==> config.mk <==
export PLATFORM = sky130hd
export DESIGN_NAME = binary_round_sched
export DESIGN_NICKNAME = d
export VERILOG_FILES = /design/src/rtl/binary_round_sched.sv
export SDC_FILE = /design/constraint.sdc
export NUM_CORES = 1
export LEC_CHECK = 0
export CORE_MARGIN = 3
export CORE_UTILIZATION = 30
export CTS_BUF_LIST = sky130_fd_sc_hd__clkbuf_16
export DETAILED_ROUTE_END_ITERATION = 6
export PLACE_DENSITY_LB_ADDON = 0.05
export SLEW_MARGIN = 10
export SYNTH_ARGS = -nofsm -noshare
export SYNTH_HDL_FRONTEND = slang
export SYNTH_SLANG_ARGS = --single-unit
==> constraint.sdc <==
create_clock -name Clk -period 2.9 [get_ports Clk]
set_input_delay 0.58 -clock Clk [delete_from_list [all_inputs] [get_ports Clk]]
set_output_delay 0.58 -clock Clk [all_outputs]
set_load 0.05 [all_outputs]
==> src/rtl/binary_round_sched.sv <==
// Purpose: session scheduler for the binary-number game (rounds, timing, score, lives, high score).
// Latency: one Clk from input pulse to registered output; ISSUE is a single-cycle state.
// Backpressure: none; single-cycle pulses are consumed in the cycle they arrive or ignored.
//
// Ports:
//   Clk, Reset (async, active-high)
//   Tick      - time-base enable; counts TimeLeft down while waiting for an answer
//   Start     - begin a new game from IDLE or OVER
//   Abort     - end the running game immediately
//   Submit    - player committed an answer; Correct is the datapath compare flag
//   NewNumReq - one-cycle pulse per round asking the datapath for a new number
//   TimeLeft  - Tick periods remaining in the current round
//   Lives, Score, HighScore, GameOver, StateOH ({OVER, WAIT, ISSUE, IDLE})
module binary_round_sched #(
    parameter int ROUND_TIME    = 10,
    parameter int MIN_TIME      = 3,
    parameter int SPEEDUP_EVERY = 4,
    parameter int START_LIVES   = 3
) (
    input  logic       Clk,
    input  logic       Reset,
    input  logic       Tick,
    input  logic       Start,
    input  logic       Abort,
    input  logic       Submit,
    input  logic       Correct,
    output logic       NewNumReq,
    output logic [7:0] TimeLeft,
    output logic [2:0] Lives,
    output logic [7:0] Score,
    output logic [7:0] HighScore,
    output logic       GameOver,
    output logic [3:0] StateOH
);

    // State register is one-hot so it can drive StateOH directly.
    typedef enum logic [3:0] {
        IDLE  = 4'b0001,
        ISSUE = 4'b0010,
        WAIT  = 4'b0100,
        OVER  = 4'b1000
    } state_t;

    localparam logic [7:0] ROUND_T   = 8'(ROUND_TIME);
    localparam logic [7:0] MIN_T     = 8'(MIN_TIME);
    localparam logic [3:0] STREAK_HI = 4'(SPEEDUP_EVERY - 1);
    localparam logic [2:0] LIVES_0   = 3'(START_LIVES);

    state_t     state;
    logic [7:0] limit;
    logic [3:0] streak;
    logic       miss;

    assign StateOH = state;

    // A wrong answer, or the last Tick of the round with no answer this cycle.
    // Submit takes priority over a Tick arriving in the same cycle.
    assign miss = (Submit && !Correct) || (!Submit && Tick && (TimeLeft == 8'd1));

    always_ff @(posedge Clk or posedge Reset) begin
        if (Reset) begin
            state     <= IDLE;
            NewNumReq <= 1'b0;
            TimeLeft  <= 8'd0;
            Lives     <= 3'd0;
            Score     <= 8'd0;
            HighScore <= 8'd0;
            GameOver  <= 1'b0;
            limit     <= ROUND_T;
            streak    <= 4'd0;
        end else begin
            NewNumReq <= 1'b0;
            case (state)
                IDLE, OVER: begin
                    if (Start) begin
                        state     <= ISSUE;
                        NewNumReq <= 1'b1;
                        GameOver  <= 1'b0;
                        Lives     <= LIVES_0;
                        Score     <= 8'd0;
                        limit     <= ROUND_T;
                        streak    <= 4'd0;
                    end
                end
                ISSUE: begin
                    TimeLeft <= limit;
                    state    <= WAIT;
                end
                WAIT: begin
                    if (Abort) begin
                        state    <= OVER;
                        GameOver <= 1'b1;
                        if (Score > HighScore) HighScore <= Score;
                    end else if (Submit && Correct) begin
                        if (Score != 8'hFF) Score <= Score + 8'd1;
                        if (streak == STREAK_HI) begin
                            streak <= 4'd0;
                            // Shrink the round limit, clamped at the floor.
                            limit  <= (limit > MIN_T) ? limit - 8'd1 : MIN_T;
                        end else begin
                            streak <= streak + 4'd1;
                        end
                        state     <= ISSUE;
                        NewNumReq <= 1'b1;
                    end else if (miss) begin
                        streak <= 4'd0;
                        if (!Submit) TimeLeft <= 8'd0;
                        if (Lives == 3'd1) begin
                            Lives    <= 3'd0;
                            state    <= OVER;
                            GameOver <= 1'b1;
                            if (Score > HighScore) HighScore <= Score;
                        end else begin
                            Lives     <= Lives - 3'd1;
                            state     <= ISSUE;
                            NewNumReq <= 1'b1;
                        end
                    end else if (Tick && (TimeLeft != 8'd0)) begin
                        TimeLeft <= TimeLeft - 8'd1;
                    end
                end
                default: begin
                    // Corrupted state: recover to a clean IDLE but keep the high score.
                    state    <= IDLE;
                    TimeLeft <= 8'd0;
                    Lives    <= 3'd0;
                    Score    <= 8'd0;
                    GameOver <= 1'b0;
                    limit    <= ROUND_T;
                    streak   <= 4'd0;
                end
            endcase
        end
    end

endmodule

[Word-level counts from Yosys, hierarchy flattened]
Cells that the tools add are included.
Storage, ports and cells
  bits of input ports: 7
  logic and storage cells: 113
  output and inout bits: 33
  flip-flop bits (word level): 45
Operators by class
  order comparisons: 2
  muxes and demuxes: 52
  reductions and logical operators: 20
  bitwise logic cells: 2
  add/subtract/negate cells: 5
  equality and inequality tests: 23
Operators with widths (count)
  8-bit two-way mux: 19
  8-bit case mux with 3 select lines: 3
  4-bit two-way mux: 10
  5-bit AND reduction: 5
  4-bit case mux with 3 select lines: 2
  3-bit != test, second input constant: 6
  2-bit != test, second input constant: 8
  8-bit by 1-bit subtractor with 8-bit output, second input constant: 2
  3-bit two-way mux: 5
  1-bit two-way mux: 10
  3-bit case mux with 3 select lines: 1
  8-bit by 1-bit adder with 8-bit output, second input constant: 1
  4-bit by 2-bit == test with 1-bit output, second input constant: 2
  8-bit by 1-bit == test with 1-bit output, second input constant: 1
  8-bit by 2-bit > comparator with 1-bit output, second input constant: 1
  8-bit > comparator: 1
  8-bit != test, second input constant: 1
  4-bit AND reduction: 2
  8-bit nonzero test: 1
  1-bit logical AND: 5
  4-bit by 1-bit adder with 4-bit output, second input constant: 1
  4-bit by 1-bit == test with 1-bit output, second input constant: 1
  4-bit by 3-bit == test with 1-bit output, second input constant: 1
  4-bit == test, second input constant: 1
  other kinds (11): 14

[Logic depth before layout (Yosys ltp)]
Gate-level depths: netlist of the first run.
  depth in word-level cells: 8
  gate-level depth with buffers: 8

[Least setup slack after synthesis of the first run]
Ideal clock, no wire load.
  path kind: flip-flop to flip-flop
  start: reg state[2] (netlist: StateOH[2])
  end: reg TimeLeft[4]
  data required time: 2.832 ns
  arrival time: 2.380 ns
  cell stages (with the launch flop): 9
  path slack: 0.452 ns
  buffers on the path: 3
  period minus slack after synthesis: 2.448 ns
  library setup time: 0.068 ns
  cell sequence: dfrtp_1 -> clkbuf_2 -> or4b_1 -> buf_2 -> a41o_2 -> or2_1 -> buf_6 -> o31ai_4 -> a22o_1
Between the ends
  longest elaborated chain between the ends: 4
  elaborated cells on any way between the ends: 12
  classes of those cells: eq/ne (8); mux (1); bitwise (1); reduce/logical (2)
RTL lines
  from (decl): line 49  | state_t state;
  from (signal assigned): line 62  | state <= IDLE;
  from (signal assigned): line 76  | state <= ISSUE;
  from (signal assigned): line 87  | state <= WAIT;
  4-bit by 1-bit == test with 1-bit output / 4-bit == test (equally long branches): line 73  | case (state)
  2-bit OR reduction: line 73
  1-bit inverter (no source line)
  5-bit AND reduction (no source line)
  to (signal assigned): line 86  | TimeLeft <= limit;
  to (signal assigned): line 119  | TimeLeft <= TimeLeft - 8'd1;
  to (decl): line 28  | output logic [7:0] TimeLeft,
Several ways; a longest one is shown, not always the timed one.
A chain may end at the register's enable or synchronous reset.

[Worst setup path in the final report of the first run]
  start: reg Score[1]
  end: reg HighScore[6]
Between the ends
  longest elaborated chain between the ends: 6
RTL lines
  from (decl): line 30  | output logic [7:0] Score,
  from (signal assigned): line 95  | if (Score != 8'hFF) Score <= Score + 8'd1;
  8-bit > comparator (*): line 93, 112
  8-bit two-way mux (*)
  8-bit two-way mux (3 in series)
  8-bit two-way mux (*)
  to (signal assigned): line 93  | if (Score > HighScore) HighScore <= Score;
  to (signal assigned): line 112  | if (Score > HighScore) HighScore <= Score;
  to (decl): line 31  | output logic [7:0] HighScore,
Every way passes the cells marked *; elsewhere a longest branch is shown, timed or not. The select of a mux whose other input is x is not followed.

==> impl_metrics.env, run 1 <==
export IMPL_outcome="finished clean"
export IMPL_io_buffers=39
export IMPL_path_cells="ha_1 > nor2b_1 > o211ai_1 > a21oi_1 > o311ai_2 > mux2_2"
export IMPL_cts_sinks=45
export IMPL_hold_viol=0
export IMPL_max_stage_delay_ns=0.78
export IMPL_core_area_um2=8980
export IMPL_async_flop_share_pct=100
export IMPL_internal_power_mw=1.45
export IMPL_insertion_delay_ns=0.28
export IMPL_n_fill_cell=951
export IMPL_netlist_area_um2=2840
export IMPL_drtPass1Iterations=5
export IMPL_postCtsResizedCells=0
export IMPL_floorplan_initialDensity_pct=31.6
export IMPL_switching_share_pct=41.0
export IMPL_synth_main_ff_cell="dfrtp_1"
export IMPL_cp_end_kind="flop"
export IMPL_synth_edff_count=0
export IMPL_yosys_top_cells_area="dfrtp_1 37%, ha_1 6.6%, o21ai_0 5.1%"
export IMPL_antenna_left=0
export IMPL_slowest_stage="o311ai_2"
export IMPL_wl_per_cell_um=16.1
export IMPL_hpwl_um=5850
export IMPL_setup_viol=0
export IMPL_cts_max_level=2
export IMPL_crit_type="flop to flop"
export IMPL_synth_mux_area_fraction_pct=3.57
export IMPL_period_needed_ns=2.52
export IMPL_power_frac_comb_pct=45.3
export IMPL_synth_top_cell_by_area="dfrtp_1"
export IMPL_grt_pass1_vias=2510
export IMPL_syn_to_final_growth_pct=26.5
export IMPL_grt_pass1_wl_um=13300
export IMPL_drtIter0Drc=131
export IMPL_seq_area_frac_synth_pct=39.8
export IMPL_syn_area_per_cell_um2=9.19
export IMPL_antenna_cells=0
export IMPL_postCtsHoldBufs=0
export IMPL_gp_congestion=0.855
export IMPL_finish_net_count=380
export IMPL_track_usage_pct=16.0
export IMPL_synthXorXnorAreaFrac_pct=0.308
export IMPL_max_slew_margin_pct=40.5
export IMPL_ys_seq_elements=45
export IMPL_period_share_pct=86.9
export IMPL_ir_drop_mv=0.339
export IMPL_crit_family="compound AO/OA/AOI/OAI gates"
export IMPL_start_kind="flop"
export IMPL_synthAdderAreaFrac_pct=6.61
export IMPL_dp_cells=477
export IMPL_clockBufferDepth=2
export IMPL_drc=0
export IMPL_cp_arrival_ns=2.69
export IMPL_worstPathMaxFanout=8
export IMPL_synth_compound_area_share_pct=23.3
export IMPL_syn_inst=309
export IMPL_ios=40
export IMPL_final_cells=485
export IMPL_p_sw_mw=1.01
export IMPL_antenna_found_initial=0
export IMPL_via_per_inst=5.16
export IMPL_skew_ns=0.00943
export IMPL_synth_top_family_by_area="compound AO/OA/AOI/OAI gates"
export IMPL_min_path_type="flop to flop"
export IMPL_fmax_mhz=397
export IMPL_vias=2505
export IMPL_die_w_um=103
export IMPL_path_clk_slew_ns=0.07
export IMPL_yosysUniqueCellTypes=61
export IMPL_die_h_um=103
export IMPL_tritoncts="done"
export IMPL_grt_max_degree=17
export IMPL_critical_path_buf_inv_count=0
export IMPL_synth_top_area_share_pct=37.0
export IMPL_setup_tns_ns=0
export IMPL_ys_warn_count=0
export IMPL_drive_gt1_share_pct=13.4
export IMPL_worst_pin_slew_ns=0.891
export IMPL_post_cts_repair_setup_buffers=0
export IMPL_p_seq_share_pct=32.5
export IMPL_row_count=34
export IMPL_die_area_um2=10700
export IMPL_clkPwrFrac_pct=22.2
export IMPL_p_leak_nw=1.54
export IMPL_wl_um=7820
export IMPL_synth_simple_area_share_pct=21.1
export IMPL_worstPathRequired_ns=3.07
export IMPL_rsz0062_at_grt="false"
export IMPL_clock_root_buffer="clkbuf_16"
export IMPL_p_per_area_nw_per_um2=686
export IMPL_grt_overflow=0
export IMPL_cts_buffers=5
export IMPL_cap_violations=0
export IMPL_drv_slew=0
export IMPL_syn_nets=331
[layer usage]
layer | vias up | track usage (%) | wire (µm)
li1 | 1244 | - | -
met1 | 1211 | 24.3 | 4110
met4 | 0 | 4.38 | 56
met2 | 46 | 22.9 | 3340
met5 | - | 0 | 0
met3 | 4 | 3.29 | 310
[final cells by class]
cell class	instances	area [µm²]	share of cell area (%)
Timing Repair Buffer	56	518	14.4
Sequential cell	45	1130	31.5
Tap cell	126	158	4.39
Clock inverter	3	12.5	0.348
Multi-Input combinational cell	229	1570	43.7
Inverter	21	78.8	2.19
Clock buffer	5	125	3.48
[kinds of logic (layout without fill, tap and decap cells)]
family	Yosys count	count (layout)
AO/OA/AOI/OAI	92	92
XOR/XNOR	1	1
adder cells (fa/ha/maj)	15	15
buffers and inverters	35	85
flip-flops	45	45
multiplexers	9	9
AND/OR/NAND/NOR	112	112
[cells in the mapped netlist, types with 4 or more instances]
master    count
ha_1         15
or3_1         4
a21o_1        5
nor2_1       27
nand3_1      18
mux2_2        9
dfrtp_1      42
nor4b_1       4
o31ai_1       6
nand2_1      19
a21oi_1      10
o21ai_0      29
clkbuf_1      7
or2_2         4
a22oi_1       4
buf_2         4
nand2b_1      4
inv_1        21
nor2b_1       7
[worst reg2reg max path, cell delays in order, from the launching register on]
cell      delay, ns
dfrtp_1        0.47
ha_1           0.34
nor2b_1        0.13
o211ai_1       0.17
a21oi_1        0.10
o311ai_2       0.78
mux2_2         0.41
[registers in the layout, summed over array words and instances, names as in the netlist]
register / cells
GameOver: 1
HighScore: 8
Lives: 3
NewNumReq: 1
Score: 8
StateOH: 4
TimeLeft: 8
limit: 8
streak: 4
[cell usage in the layout, fill, tap and decap left out, drive strengths merged, types with 4 or more instances in the layout]
master and instances:
nor2 27, inv 23, nand2 19, or2 5, a21oi 10, buf 17, dfrtp 42, mux2 9
or3 4, o31ai 7, a22oi 4, nor4b 4, nor2b 7, o21ai 29, nand3 18, clkbuf 5
nand2b 4, a21o 5, nor4 4, clkdlybuf4s50 39, ha 15
[stage by stage]
| step | util (%) | power (mW) | hold slack (ns) | area [µm²] | setup WS, ns |
|---|---|---|---|---|---|
| 3_3_place_gp | 38.5 | 1.94 | 0.507 | 3450 | 0.190 |
| 6_report | 40.0 | 2.47 | 0.512 | 3590 | 0.379 |
| 4_1_cts | 40.0 | 2.49 | 0.515 | 3590 | 0.390 |
| 3_5_place_dp | 38.5 | 1.93 | 0.505 | 3450 | 0.166 |
| 5_1_grt | 40.0 | 2.64 | 0.553 | 3590 | 0.221 |
| 2_1_floorplan | - | 1.55 | 0.460 | 2840 | 0.452 |
[power by group through the flow]
stage	sequential, mW	clock [mW]	combinational, mW
floorplan	0.950	0	0.600
global placement	0.814	0	1.12
detailed placement	0.812	0	1.12
CTS	0.801	0.568	1.12
global route	0.814	0.595	1.23
finish	0.801	0.548	1.12
[path summary, 6_finish.rpt]
check,slack [ns],cells past startpoint,to,start
worst max-delay path,0.38,6,HighScore[6]$_DFFE_PP0P_,Score[1]$_DFFE_PP0P_
worst min-delay path,0.51,1,limit[4]$_DFFE_PP0P_,limit[4]$_DFFE_PP0P_
worst min register to register,0.51,1,limit[4]$_DFFE_PP0P_,limit[4]$_DFFE_PP0P_
min in group asynchronous,0.58,2,TimeLeft[0]$_DFFE_PP0P_,Reset
worst max register to register,0.38,6,HighScore[6]$_DFFE_PP0P_,Score[1]$_DFFE_PP0P_
max in group asynchronous,1.70,3,StateOH[0]$_DFFE_PP1P_,Reset
(Power assumes the default switching activity.)
==> run 2, diff against run 1 <==
--- a/config.mk
+++ b/config.mk
@@ -5,6 +5,7 @@
 export SDC_FILE = /design/constraint.sdc
 export NUM_CORES = 1
 export LEC_CHECK = 0
+export ABC_AREA = 1
 export CORE_MARGIN = 3
 export CORE_UTILIZATION = 30
 export CTS_BUF_LIST = sky130_fd_sc_hd__clkbuf_16
==> impl_metrics.env, run 2 <==
export IMPL_critical_path_buf_inv_count=1
export IMPL_place_ws_ns=0.448
export IMPL_postCtsHoldBufs=0
export IMPL_cts_buffers=5
export IMPL_grt_busiest_layer="met2"
export IMPL_die_w_um=105
export IMPL_syn_inst=400
export IMPL_hold_end="StateOH[0]$_DFFE_PP1P_"
export IMPL_die_h_um=105
export IMPL_clock_root_buffer="clkbuf_16"
export IMPL_insertion_delay_ns=0.28
export IMPL_tritoncts="done"
export IMPL_worst_pin_slew_ns=0.534
export IMPL_worstPathMaxFanout=9
export IMPL_r2r_start="StateOH[3]$_DFFE_PP0P_"
export IMPL_antenna_left=0
export IMPL_syn_area_per_cell_um2=7.35
export IMPL_grt_pass1_wl_um=12400
export IMPL_synth_edff_count=0
export IMPL_p_per_area_nw_per_um2=768
export IMPL_finish_net_count=465
export IMPL_r2r_end="Lives[1]$_DFFE_PP0P_"
export IMPL_cts_sinks=45
export IMPL_max_stage_delay_ns=0.87
export IMPL_row_count=35
export IMPL_floorplan_initialDensity_pct=31.4
export IMPL_ys_seq_elements=45
export IMPL_period_share_pct=78.3
export IMPL_grt_overflow=0
export IMPL_cp_arrival_ns=1.69
export IMPL_io_buffers=39
export IMPL_worstPathRequired_ns=2.32
export IMPL_hpwl_um=5720
export IMPL_drtIter0Drc=61
export IMPL_postCtsResizedCells=0
export IMPL_cts_max_level=2
export IMPL_final_common_cell="nand2_1"
export IMPL_outcome="finished clean"
export IMPL_period_needed_ns=2.27
export IMPL_antenna_cells=0
export IMPL_layout_common_cells="133 x nand2_1, 47 x inv_1, 42 x dfrtp_1, 39 x clkdlybuf4s50_1, 35 x nor2_1"
export IMPL_setup_viol=0
export IMPL_grt_max_degree=26
export IMPL_r2r_slack_ns=0.81
export IMPL_slowest_stage="clkdlybuf4s50_1"
export IMPL_crit_family="buffers and inverters"
export IMPL_hold_viol=0
export IMPL_seq_area_frac_synth_pct=38.4
export IMPL_vias=2635
export IMPL_min_path_type="flop to flop"
export IMPL_post_cts_repair_setup_buffers=0
export IMPL_crit_type="flop to primary output"
export IMPL_drive_gt1_share_pct=8.11
export IMPL_reg2reg_depth=8
export IMPL_track_usage_pct=13.8
export IMPL_rsz0062_at_grt="false"
export IMPL_netlist_area_um2=2940
export IMPL_synth_common_cells="133 x nand2_1, 45 x inv_1, 42 x dfrtp_1"
export IMPL_use_met1_pct=19.7
export IMPL_path_clk_slew_ns=0.06
export IMPL_core_area_um2=9370
export IMPL_yosys_top_cells_area="dfrtp_1 36%, nand2_1 17%, ha_1 6.4%"
export IMPL_min_from="StateOH[0]$_DFFE_PP1P_"
export IMPL_die_area_um2=11000
export IMPL_start_kind="flop"
export IMPL_p_leak_nw=1.76
export IMPL_antenna_found_initial=0
export IMPL_clockBufferDepth=2
export IMPL_setup_slack_ns=0.628
export IMPL_met2_usage_pct=22.0
export IMPL_path_cells="clkdlybuf4s50_1"
export IMPL_via_per_inst=4.60
export IMPL_synth_main_ff_cell="dfrtp_1"
export IMPL_grt_pass1_vias=2435
export IMPL_synth_top_cell_by_area="dfrtp_1"
export IMPL_cap_violations=0
export IMPL_wl_um=7430
export IMPL_max_slew_margin_pct=64.4
export IMPL_syn_to_final_growth_pct=23.1
export IMPL_setup_tns_ns=0
export IMPL_syn_nets=422
export IMPL_ys_warn_count=0
export IMPL_ir_drop_mv=0.404
export IMPL_met3_usage_pct=2.35
export IMPL_drtPass1Iterations=4
export IMPL_cp_end_kind="primary output"
export IMPL_whs_path_depth=2
export IMPL_drc=0
export IMPL_synth_top_area_share_pct=35.7
export IMPL_skew_ns=0.00621
export IMPL_gp_congestion=0.791
export IMPL_async_flop_share_pct=100
export IMPL_drv_slew=0
export IMPL_yosysUniqueCellTypes=34
export IMPL_wl_per_cell_um=13.0
export IMPL_ios=40
export IMPL_fmax_mhz=440
export IMPL_synth_most_common_cell="nand2_1"
run 2: cell count changes after synthesis, sizes merged, moves of 8 or more:
cell    before  now
nor2        27   40
nand4        2   15
clkbuf       8    0
mux2         9    0
xor2         0   10
o21ai       29   38
nand3       18   26
inv         21   50
nand2       19  137
run 2: worst max-delay path by stage:
stage	startpoint	endpoint	slack, ns	cells past startpoint
global route	StateOH[3]$_DFFE_PP0P_	Lives[1]$_DFFE_PP0P_	0.54	8
CTS	TimeLeft[3]$_DFFE_PP0P_	TimeLeft[3]	0.64	1
global placement	Submit	TimeLeft[5]$_DFFE_PP0P_	0.46	10
finish	Score[2]$_DFFE_PP0P_	Score[2]	0.63	1
detailed placement	Submit	TimeLeft[3]$_DFFE_PP0P_	0.45	10
floorplan	HighScore[7]$_DFFE_PP0P_	HighScore[2]$_DFFE_PP0P_	1.01	9
run 2: area by class of cell:
type | instances | area (µm²)
fill | 1033 | 5750
multi-input combinational | 300 | 1590
sequential | 45 | 1130
timing repair buffer | 41 | 418
inverter | 50 | 188
tap | 129 | 161
clock buffer | 5 | 125
clock inverter | 3 | 11.3
run 2: cell families after synthesis:
family	count (synthesis)	share of synthesized area [%]
buf+inv	55	7.61
xor+xnor	11	3.28
compound gates	47	9.19
fa+ha+maj	15	6.38
simple gates	227	35.1
flops	45	38.4
run 2: per-layer routing:
metal  vias to the layer above  wire length (µm)
met4                         0                35
met5                         -                 0
met1                      1215              3750
met3                         4               267
li1                       1373                 -
met2                        43              3380
run 2: power by group:
part / leakage (nW) / switching, mW / total (mW) / internal [mW]
registers: 0.610 / 0.102 / 0.834 / 0.732
logic: 1.07 / 0.975 / 1.40 / 0.424
clock network: 0.0776 / 0.239 / 0.550 / 0.311
total: 1.76 / 1.32 / 2.78 / 1.47
run 2: metrics by stage:
| stage | cells | cell area (µm²) | hold slack (ns) | utilization (%) | power, mW |
|---|---|---|---|---|---|
| 2_1_floorplan | 400 | 2940 | 0.479 | - | 1.87 |
| 3_3_place_gp | 565 | 3480 | 0.483 | 37.2 | 2.26 |
| 3_5_place_dp | 565 | 3480 | 0.488 | 37.2 | 2.27 |
| 4_1_cts | 573 | 3620 | 0.500 | 38.6 | 2.83 |
| 5_1_grt | 573 | 3620 | 0.536 | 38.6 | 3.01 |
| 6_report | 573 | 3620 | 0.494 | 38.6 | 2.78 |
run 2: worst reg2reg max path, stage by stage (launching register included):
cell     delay [ns]
dfrtp_1        0.42
nor2_2         0.16
nand3_2        0.27
inv_2          0.28
nand3_1        0.37
nand2_2        0.24
inv_1          0.10
nand2_1        0.06
o21ai_0        0.07
==> run 3, diff against run 2 <==
==> constraint.sdc (replaced) <==
create_clock -name Clk -period 2 [get_ports Clk]
set_input_delay 0.4 -clock Clk [delete_from_list [all_inputs] [get_ports Clk]]
set_output_delay 0.4 -clock Clk [all_outputs]
set_load 0.05 [all_outputs]
==> impl_metrics.env, run 3 (synthesis gave the netlist of run 2 again) <==
export IMPL_outcome="finished clean"
export IMPL_crit_type="flop to primary output"
export IMPL_period_share_pct=95.6
export IMPL_antenna_left=0
export IMPL_n_fill_cell=1041
export IMPL_p_per_area_nw_per_um2=1100
export IMPL_ir_drop_mv=0.421
export IMPL_period_needed_ns=1.91
export IMPL_skew_ns=0.00892
export IMPL_floorplan_initialDensity_pct=31.4
export IMPL_wl_per_cell_um=13.0
export IMPL_io_buffers=39
export IMPL_layout_common_cells="133 x nand2_1, 45 x inv_1, 42 x dfrtp_1, 38 x buf_4, 34 x nor2_1"
export IMPL_vias=2669
export IMPL_antenna_cells=0
export IMPL_cts_sinks=45
export IMPL_worstPathRequired_ns=1.60
export IMPL_cp_arrival_ns=1.51
export IMPL_die_w_um=105
export IMPL_clockBufferDepth=2
export IMPL_die_h_um=105
export IMPL_post_cts_repair_setup_buffers=0
export IMPL_drtIter0Drc=98
export IMPL_grt_pass1_wl_um=13200
export IMPL_path_cells="clkdlybuf4s50_1"
export IMPL_cts_buffers=5
export IMPL_cts_max_level=2
export IMPL_max_slew_margin_pct=66.4
export IMPL_cap_violations=0
export IMPL_insertion_delay_ns=0.29
export IMPL_ios=40
export IMPL_finish_net_count=485
export IMPL_p_sw_mw=1.95
export IMPL_grt_max_degree=46
export IMPL_switching_share_pct=47.1
export IMPL_crit_family="buffers and inverters"
export IMPL_min_path_type="input pin to async pin"
export IMPL_grt_overflow=0
export IMPL_hold_slack_ns=0.476
export IMPL_drc=0
export IMPL_hold_viol=0
export IMPL_via_per_inst=4.50
export IMPL_internal_power_mw=2.19
export IMPL_track_usage_pct=14.7
export IMPL_start_kind="flop"
export IMPL_worst_pin_slew_ns=0.502
export IMPL_grt_pass1_vias=2593
export IMPL_clock_root_buffer="clkbuf_16"
export IMPL_final_common_cell="nand2_1"
export IMPL_cp_end_kind="primary output"
export IMPL_tritoncts="done"
export IMPL_critical_path_buf_inv_count=1
export IMPL_power_frac_comb_pct=51.1
export IMPL_worstPathMaxFanout=4
export IMPL_rsz0062_at_grt="false"
export IMPL_antenna_found_initial=0
export IMPL_core_area_um2=9370
export IMPL_postCtsHoldBufs=0
export IMPL_setup_slack_ns=0.0879
export IMPL_postCtsResizedCells=0
export IMPL_drive_gt1_share_pct=16.8
export IMPL_place_ws_ns=-0.0185
export IMPL_drtPass1Iterations=4
export IMPL_p_leak_nw=1.89
export IMPL_setup_viol=0
export IMPL_wl_um=7710
export IMPL_clkPwrFrac_pct=19.8
export IMPL_max_stage_delay_ns=0.82
export IMPL_drv_slew=0
export IMPL_path_clk_slew_ns=0.07
export IMPL_slowest_stage="clkdlybuf4s50_1"
export IMPL_die_area_um2=11000
export IMPL_p_seq_share_pct=29.1
export IMPL_hpwl_um=5780
export IMPL_gp_congestion=0.810
export IMPL_fmax_mhz=523
export IMPL_row_count=35
export IMPL_syn_to_final_growth_pct=27.3
run 3: area by class of cell:
type	count	area (µm²)	share of cell area, %
Clock inverter	3	13.8	0.367
Tap cell	129	161	4.31
Clock buffer	5	125	3.34
Inverter	50	188	5.01
Timing Repair Buffer	61	536	14.3
Sequential cell	45	1130	30.2
Multi-Input combinational cell	300	1590	42.5
run 3: through the flow:
step | utilization [%] | power, mW | TNS (ns) | instances | area (µm²)
4_1_cts | 39.9 | 4.20 | 0 | 593 | 3740
3_3_place_gp | 38.4 | 3.34 | -0.00273 | 585 | 3600
3_5_place_dp | 38.4 | 3.35 | -0.0788 | 585 | 3600
2_1_floorplan | - | 2.71 | 0 | 400 | 2940
6_report | 40.0 | 4.13 | 0 | 593 | 3750
5_1_grt | 40.0 | 4.50 | 0 | 593 | 3750
run 3: power by group through the flow:
stage | Sequential, mW | Clock (mW) | Combinational, mW
4_1_cts | 1.20 | 0.852 | 2.14
3_5_place_dp | 1.22 | 0 | 2.13
2_1_floorplan | 1.54 | 0 | 1.17
5_1_grt | 1.23 | 0.891 | 2.38
6_report | 1.20 | 0.818 | 2.11
3_3_place_gp | 1.22 | 0 | 2.12
run 3: routing by layer:
| metal | track usage [%] | vias up | share of wire [%] |
|---|---|---|---|
| met5 | 0 | - | 0 |
| met4 | 4.03 | 0 | 1.0 |
| met3 | 1.91 | 5 | 2.4 |
| met1 | 19.9 | 1223 | 51 |
| met2 | 24.4 | 30 | 46 |
| li1 | - | 1411 | - |
run 3: final timing paths:
check                                    startpoint                       end  slack, ns  cells past startpoint
min                                           Reset  HighScore[2]$_DFFE_PP0P_       0.48                      3
min in group Clk           HighScore[6]$_DFFE_PP0P_  HighScore[6]$_DFFE_PP0P_       0.50                      2
min reg2reg                HighScore[6]$_DFFE_PP0P_  HighScore[6]$_DFFE_PP0P_       0.50                      2
max in group asynchronous                     Reset    StateOH[0]$_DFFE_PP1P_       1.25                      3
max                          StateOH[1]$_DFFE_PP0P_                StateOH[1]       0.09                      1
max reg2reg                    Score[0]$_DFFE_PP0P_  HighScore[7]$_DFFE_PP0P_       0.23                     10
